`src/rtl/fetch_hazard_ctrl_if.sv`:
```
// Hazard inputs from Decode/Execute and the stall/flush/select controls
// returned to the PC, IF/ID and ID/EX registers.
interface fetch_hazard_ctrl_if #(
   parameter int CNT_W = 16
);
   logic             MemReadE;
   logic [4:0]       RdE;
   logic [4:0]       Rs1D;
   logic [4:0]       Rs2D;
   logic             UsesRs1D;
   logic             UsesRs2D;
   logic             PCSrcE;
   logic             JumpE;
   logic             is_jalr_E;
   logic             DivStartE;
   logic [1:0]       PCSelF;
   logic             StallF;
   logic             StallD;
   logic             StallE;
   logic             FlushD;
   logic             FlushE;
   logic             DivBusy;
   logic             DivDoneE;
   logic [CNT_W-1:0] StallCount;
   logic [CNT_W-1:0] FlushCount;

   modport master (
      output MemReadE, RdE, Rs1D, Rs2D, UsesRs1D, UsesRs2D,
             PCSrcE, JumpE, is_jalr_E, DivStartE,
      input  PCSelF, StallF, StallD, StallE, FlushD, FlushE,
             DivBusy, DivDoneE, StallCount, FlushCount
   );

   modport slave (
      input  MemReadE, RdE, Rs1D, Rs2D, UsesRs1D, UsesRs2D,
             PCSrcE, JumpE, is_jalr_E, DivStartE,
      output PCSelF, StallF, StallD, StallE, FlushD, FlushE,
             DivBusy, DivDoneE, StallCount, FlushCount
   );
endinterface

```
`src/rtl/fetch_hazard_ctrl.sv`:
```
// Front-end sequencing: PC select, stall/flush resolution for redirects,
// load-use hazards and multi-cycle divides, plus saturating event counters.
module fetch_hazard_ctrl #(
   parameter int DIV_CYCLES = 32,
   parameter int CNT_W      = 16
) (
   input  logic                clk,
   input  logic                rst,
   fetch_hazard_ctrl_if.slave  hz
);
   localparam int DCW = 16;

   typedef enum logic [1:0] {IDLE, BUSY, DONE} div_state_t;

   div_state_t       state, state_nxt;
   logic [DCW-1:0]   div_cnt, div_cnt_nxt;
   logic [CNT_W-1:0] stall_cnt, flush_cnt;

   logic       redirect, jalr_sel, lw_stall, div_stall;
   logic [1:0] pc_sel;
   logic       stall_f, stall_d, stall_e, flush_d, flush_e;

   assign jalr_sel = hz.JumpE & hz.is_jalr_E;
   assign redirect = hz.PCSrcE | jalr_sel;
   assign lw_stall = hz.MemReadE & (hz.RdE != 5'd0) &
                     ((hz.UsesRs1D & (hz.Rs1D == hz.RdE)) |
                      (hz.UsesRs2D & (hz.Rs2D == hz.RdE)));
   assign div_stall = ((state == IDLE) & hz.DivStartE & ~redirect) | (state == BUSY);

   always_ff @(posedge clk or negedge rst) begin
      if (!rst) begin
         state   <= IDLE;
         div_cnt <= '0;
      end else begin
         state   <= state_nxt;
         div_cnt <= div_cnt_nxt;
      end
   end

   // The counter preload of DIV_CYCLES-2 plus the IDLE start cycle and the
   // terminal zero cycle gives exactly DIV_CYCLES stalled cycles.
   always_comb begin
      state_nxt   = state;
      div_cnt_nxt = div_cnt;
      case (state)
         IDLE: if (hz.DivStartE && !redirect) begin
            state_nxt   = BUSY;
            div_cnt_nxt = DCW'(DIV_CYCLES - 2);
         end
         BUSY: if (div_cnt == '0) state_nxt = DONE;
               else               div_cnt_nxt = div_cnt - 1'b1;
         DONE: state_nxt = IDLE;
         default: state_nxt = IDLE;
      endcase
   end

   always_comb begin
      pc_sel  = 2'b00;
      stall_f = 1'b0;
      stall_d = 1'b0;
      stall_e = 1'b0;
      flush_d = 1'b0;
      flush_e = 1'b0;
      if (!rst) begin
         pc_sel = 2'b00;
      end else if (div_stall) begin
         stall_f = 1'b1;
         stall_d = 1'b1;
         stall_e = 1'b1;
      end else if (redirect) begin
         pc_sel  = jalr_sel ? 2'b10 : 2'b01;
         flush_d = 1'b1;
         flush_e = 1'b1;
      end else if (lw_stall) begin
         stall_f = 1'b1;
         stall_d = 1'b1;
         flush_e = 1'b1;
      end
   end

   always_ff @(posedge clk or negedge rst) begin
      if (!rst) begin
         stall_cnt <= '0;
         flush_cnt <= '0;
      end else begin
         if (stall_f && (stall_cnt != '1)) stall_cnt <= stall_cnt + 1'b1;
         if (flush_d && (flush_cnt != '1)) flush_cnt <= flush_cnt + 1'b1;
      end
   end

   assign hz.PCSelF     = pc_sel;
   assign hz.StallF     = stall_f;
   assign hz.StallD     = stall_d;
   assign hz.StallE     = stall_e;
   assign hz.FlushD     = flush_d;
   assign hz.FlushE     = flush_e;
   assign hz.DivBusy    = rst & (state != IDLE);
   assign hz.DivDoneE   = rst & (state == DONE);
   assign hz.StallCount = stall_cnt;
   assign hz.FlushCount = flush_cnt;
endmodule

```
`src/flat_wrapper.sv`:
```
// flat-port wrapper written by rule: the top's interface ports become plain ports
module fetch_hazard_ctrl_flat 
#(
   parameter int DIV_CYCLES = 32,
   parameter int CNT_W      = 16
)
  (clk, rst, hz_MemReadE, hz_RdE, hz_Rs1D, hz_Rs2D, hz_UsesRs1D, hz_UsesRs2D, hz_PCSrcE, hz_JumpE, hz_is_jalr_E, hz_DivStartE, hz_PCSelF, hz_StallF, hz_StallD, hz_StallE, hz_FlushD, hz_FlushE, hz_DivBusy, hz_DivDoneE, hz_StallCount, hz_FlushCount);
  fetch_hazard_ctrl_if #(.CNT_W(CNT_W)) hz_i ();
  input  logic clk;
  input  logic rst;
  input wire logic [$bits(hz_i.MemReadE)-1:0] hz_MemReadE;
  input wire logic [$bits(hz_i.RdE)-1:0] hz_RdE;
  input wire logic [$bits(hz_i.Rs1D)-1:0] hz_Rs1D;
  input wire logic [$bits(hz_i.Rs2D)-1:0] hz_Rs2D;
  input wire logic [$bits(hz_i.UsesRs1D)-1:0] hz_UsesRs1D;
  input wire logic [$bits(hz_i.UsesRs2D)-1:0] hz_UsesRs2D;
  input wire logic [$bits(hz_i.PCSrcE)-1:0] hz_PCSrcE;
  input wire logic [$bits(hz_i.JumpE)-1:0] hz_JumpE;
  input wire logic [$bits(hz_i.is_jalr_E)-1:0] hz_is_jalr_E;
  input wire logic [$bits(hz_i.DivStartE)-1:0] hz_DivStartE;
  output wire logic [$bits(hz_i.PCSelF)-1:0] hz_PCSelF;
  output wire logic [$bits(hz_i.StallF)-1:0] hz_StallF;
  output wire logic [$bits(hz_i.StallD)-1:0] hz_StallD;
  output wire logic [$bits(hz_i.StallE)-1:0] hz_StallE;
  output wire logic [$bits(hz_i.FlushD)-1:0] hz_FlushD;
  output wire logic [$bits(hz_i.FlushE)-1:0] hz_FlushE;
  output wire logic [$bits(hz_i.DivBusy)-1:0] hz_DivBusy;
  output wire logic [$bits(hz_i.DivDoneE)-1:0] hz_DivDoneE;
  output wire logic [$bits(hz_i.StallCount)-1:0] hz_StallCount;
  output wire logic [$bits(hz_i.FlushCount)-1:0] hz_FlushCount;
  assign hz_i.MemReadE = hz_MemReadE;
  assign hz_i.RdE = hz_RdE;
  assign hz_i.Rs1D = hz_Rs1D;
  assign hz_i.Rs2D = hz_Rs2D;
  assign hz_i.UsesRs1D = hz_UsesRs1D;
  assign hz_i.UsesRs2D = hz_UsesRs2D;
  assign hz_i.PCSrcE = hz_PCSrcE;
  assign hz_i.JumpE = hz_JumpE;
  assign hz_i.is_jalr_E = hz_is_jalr_E;
  assign hz_i.DivStartE = hz_DivStartE;
  assign hz_PCSelF = hz_i.PCSelF;
  assign hz_StallF = hz_i.StallF;
  assign hz_StallD = hz_i.StallD;
  assign hz_StallE = hz_i.StallE;
  assign hz_FlushD = hz_i.FlushD;
  assign hz_FlushE = hz_i.FlushE;
  assign hz_DivBusy = hz_i.DivBusy;
  assign hz_DivDoneE = hz_i.DivDoneE;
  assign hz_StallCount = hz_i.StallCount;
  assign hz_FlushCount = hz_i.FlushCount;
  fetch_hazard_ctrl #(.DIV_CYCLES(DIV_CYCLES), .CNT_W(CNT_W)) u_core (.clk(clk), .rst(rst), .hz(hz_i));
endmodule
```
`config.mk`:
```
export PLATFORM = sky130hd
export DESIGN_NAME = fetch_hazard_ctrl_flat
export DESIGN_NICKNAME = d
export VERILOG_FILES = /design/src/rtl/fetch_hazard_ctrl_if.sv /design/src/rtl/fetch_hazard_ctrl.sv /design/src/flat_wrapper.sv
export SDC_FILE = /design/constraint.sdc
export NUM_CORES = 1
export LEC_CHECK = 0
export CAP_MARGIN = 20
export CORE_MARGIN = 4
export CORE_UTILIZATION = 25
export DETAILED_ROUTE_END_ITERATION = 7
export GPL_ROUTABILITY_DRIVEN = 0
export PLACE_DENSITY = 0.5
export SYNTH_ARGS = -nofsm -noshare
export SYNTH_HDL_FRONTEND = slang
export SYNTH_SLANG_ARGS = --single-unit
```
`constraint.sdc`:
```
create_clock -name clk -period 3.6 [get_ports clk]
set_input_delay 0.54 -clock clk [delete_from_list [all_inputs] [get_ports clk]]
set_output_delay 0.54 -clock clk [all_outputs]
set_load 0.005 [all_outputs]
```
==> impl_results.md <==
* Setup TNS at 0 ns
* CP dominant cell by count: clkdlybuf4s50_1
* Core Area at 10300 sq um
* Worst-case clock buffer depth at 2
* Global-route wire length before repair at 11400 microns
* Syn_nets at 293
* Worst-Margin Slew at 0.538 ns
* Peak supply drop at 0.000216 V
* Number of synthesized flops with an enable pin at 0
* Gr ovfl total at 0
* Sequential-to-total area share from yosys stat at 0.475
* Worst path cell trace: clkdlybuf4s50_1 -> or4_1 -> o21a_1 -> a41o_1 -> clkdlybuf4s50_1
* Initial antenna violation count at 0
* Clock Root Buffer: clkbuf_8
* Ys async rst share at 1.00
* Slowest CP cell: or4_1
* Clock transition at path regs at 0.10 ns
* Final Routed Wirelength at 6590 microns
* Synthesized area at 2640 sq um
* Die X at 111 microns
* Fmax at 322 MHz
* Largest net degree at the start of global routing at 28
* Vias in the first global route at 2245
* Max-slew headroom at 0.638
* Setup Fix Bufs, Post-CTS at 0
* Count leader, synth: dfrtp_1
* Die height at 111 microns
* H-tree depth at 2
* Ys Warns at 0
* CTS tree: done
* Post-cts resize count at 0
* Final period utilization at 0.863
* Synth unique cells at 37
* Unrepaired setup endpoints after global routing: no
* Routed wire per std cell at 13.9 microns
* Maxcap violations at 0
* Routed Antenna Nets at 0
* Period minus WS final at 3.11 ns
* Final hold vios at 0
* Startpoint Class: input port
* Total I/O pin count at 65
* # diodes at 0
* Fin util at 0.345
* Met2 WL at 3000 microns
* Synth top area cells: dfrtp_1, xnor2_1, xor2_1
* Worst Path Buf+Inv at 2
* IO Port Bufs at 64
* Worst Clk Skew at 0.00936 ns
* CP endpoint kind: output port
* Initial drt markers at 53
* Slew Limit Fails at 0
* Worst-skew pair later-pin latency at 0.31 ns
* Vias per Instance at 4.58
* Vias at 2166
* Slowest stage delay, CP at 0.57 ns
* Critical Path RT at 3.06 ns
* Clock Sinks at 50
* Metal-1 WL at 3260 microns
* Hold buffer count at cts at 0
* Outcome: finished, final reports clean
* Synthesized flop and latch total at 50
* Tot GR Track Use at 0.112
* Primary FF master, synth: dfrtp_1
* Synth top cells by count: dfrtp_1, xnor2_1, nor2_1
* Die area at 12200 sq um
* Drt drc at 0
* Crit path DAT at 2.57 ns
* Crit path kind: in2out
* Hold WC Path Type: in2async
* CP top delay family: buffers and inverters
* Wire length on met3 at 266 microns
* Layout Nets at 364
* PwrDens at 349 nW/um^2
* Yosys top cell area share at 0.475
* Leak at 0.00140 uW
* Cts bufs inserted at 5
* Crit Path Max Fanout at 3
* Top layer used by detailed routing: met4
* Syn Area/Cell at 9.94 sq um
* Reg area at 1250 sq um
* Layout area overhead at 34.7%
* Fraction of layout cells with a size suffix above 1 at 0.0712
* Initial Utilization at 0.256
* Final setup fails at 0
* FILL cells at 1100
* Area of the multi-input gates at 1340 sq um
* DPL Wire Length at 4940 microns
* Cells after Synth at 265
* Initial DRT Pass Iterations at 4
* Cell row count at 37
* Post-synth top area cell: dfrtp_1
## path summary, 6_finish.rpt
kind / start / end / slack [ns] / cells after the start
worst max register to register: u_core.hz.FlushCount[0] / u_core.hz.FlushCount[15] / 1.37 / 7
worst max-delay path: hz_RdE[0] / hz_StallF / 0.49 / 5
worst min register to register: u_core.hz.StallCount[15] / u_core.hz.StallCount[15] / 0.51 / 1
min in group clk: u_core.hz.StallCount[15] / u_core.hz.StallCount[15] / 0.51 / 1
worst min-delay path: rst / u_core.div_cnt[4] / 0.26 / 2
max in group asynchronous: rst / u_core.div_cnt[11] / 3.06 / 2
## sequential cells by signal (all words and copies together), names as in the netlist
signal,flops
u_core.hz.FlushCount,16
u_core.state,2
u_core.hz.StallCount,16
u_core.div_cnt,16
## stage by stage
| stage | worst slack, ns | power, uW | cell area, sq um | hold WS (ns) | cells |
|---|---|---|---|---|---|
| after detailed placement | 0.463 | 887 | 3450 | 0.504 | 465 |
| after global routing | 0.389 | 1310 | 3550 | 0.300 | 473 |
| after floorplan | 1.22 | 740 | 2640 | 0.244 | 265 |
| after global placement | 0.496 | 886 | 3450 | 0.489 | 465 |
| final | 0.495 | 1240 | 3550 | 0.259 | 473 |
| after CTS | 0.457 | 1260 | 3550 | 0.265 | 473 |
## cell type report
cell class	count	area share
clock buffer	6	0.0233
clock inverter	2	0.00458
inverter	5	0.00529
multi-input combinational	205	0.377
sequential	50	0.352
tap	136	0.0479
timing repair buffer	69	0.190
## cell families (layout without fill, tap and decap cells)
| group | count (synthesis) | in the layout | synth area share |
|---|---|---|---|
| simple gates | 128 | 128 | 0.263 |
| flops | 50 | 50 | 0.475 |
| xor+xnor | 49 | 49 | 0.163 |
| compound gates | 22 | 22 | 0.0541 |
| buf+inv | 10 | 82 | 0.0176 |
| fa+ha+maj | 4 | 4 | 0.0190 |
| mux | 2 | 2 | 0.00855 |
## routing by layer
metal | up-vias | GRT usage
met3 | 4 | 0.0295
met4 | 0 | 0.0312
met2 | 40 | 0.172
li1 | 1077 | -
met1 | 1045 | 0.157
met5 | - | 0
## cell usage in the layout (no fill, tap or decap), drive strengths merged, types with 2 or more instances in the layout
| cell type | Yosys | routed |
|---|---|---|
| nand2 | 23 | 23 |
| or3 | 4 | 4 |
| nor2 | 24 | 24 |
| nor3 | 12 | 12 |
| clkbuf | 2 | 6 |
| xor2 | 16 | 16 |
| o21ai | 10 | 10 |
| clkdlybuf4s50 | 0 | 63 |
| and4 | 4 | 4 |
| buf | 3 | 6 |
| nor4 | 5 | 5 |
| a21oi | 8 | 8 |
| dfrtp | 50 | 50 |
| and3 | 9 | 9 |
| nand4 | 11 | 11 |
| inv | 5 | 6 |
| mux2 | 2 | 2 |
| nand3 | 22 | 22 |
| xnor2 | 33 | 33 |
| nor4b | 2 | 2 |
| or4 | 6 | 6 |
| ha | 4 | 4 |
## power by group
group	leakage, uW	switching (uW)	internal, uW
clock	0.0000478	206	159
sequential	0.000615	48.2	599
combinational	0.000733	84.2	142
total	0.00140	338	899
(Power assumes the default switching activity.)
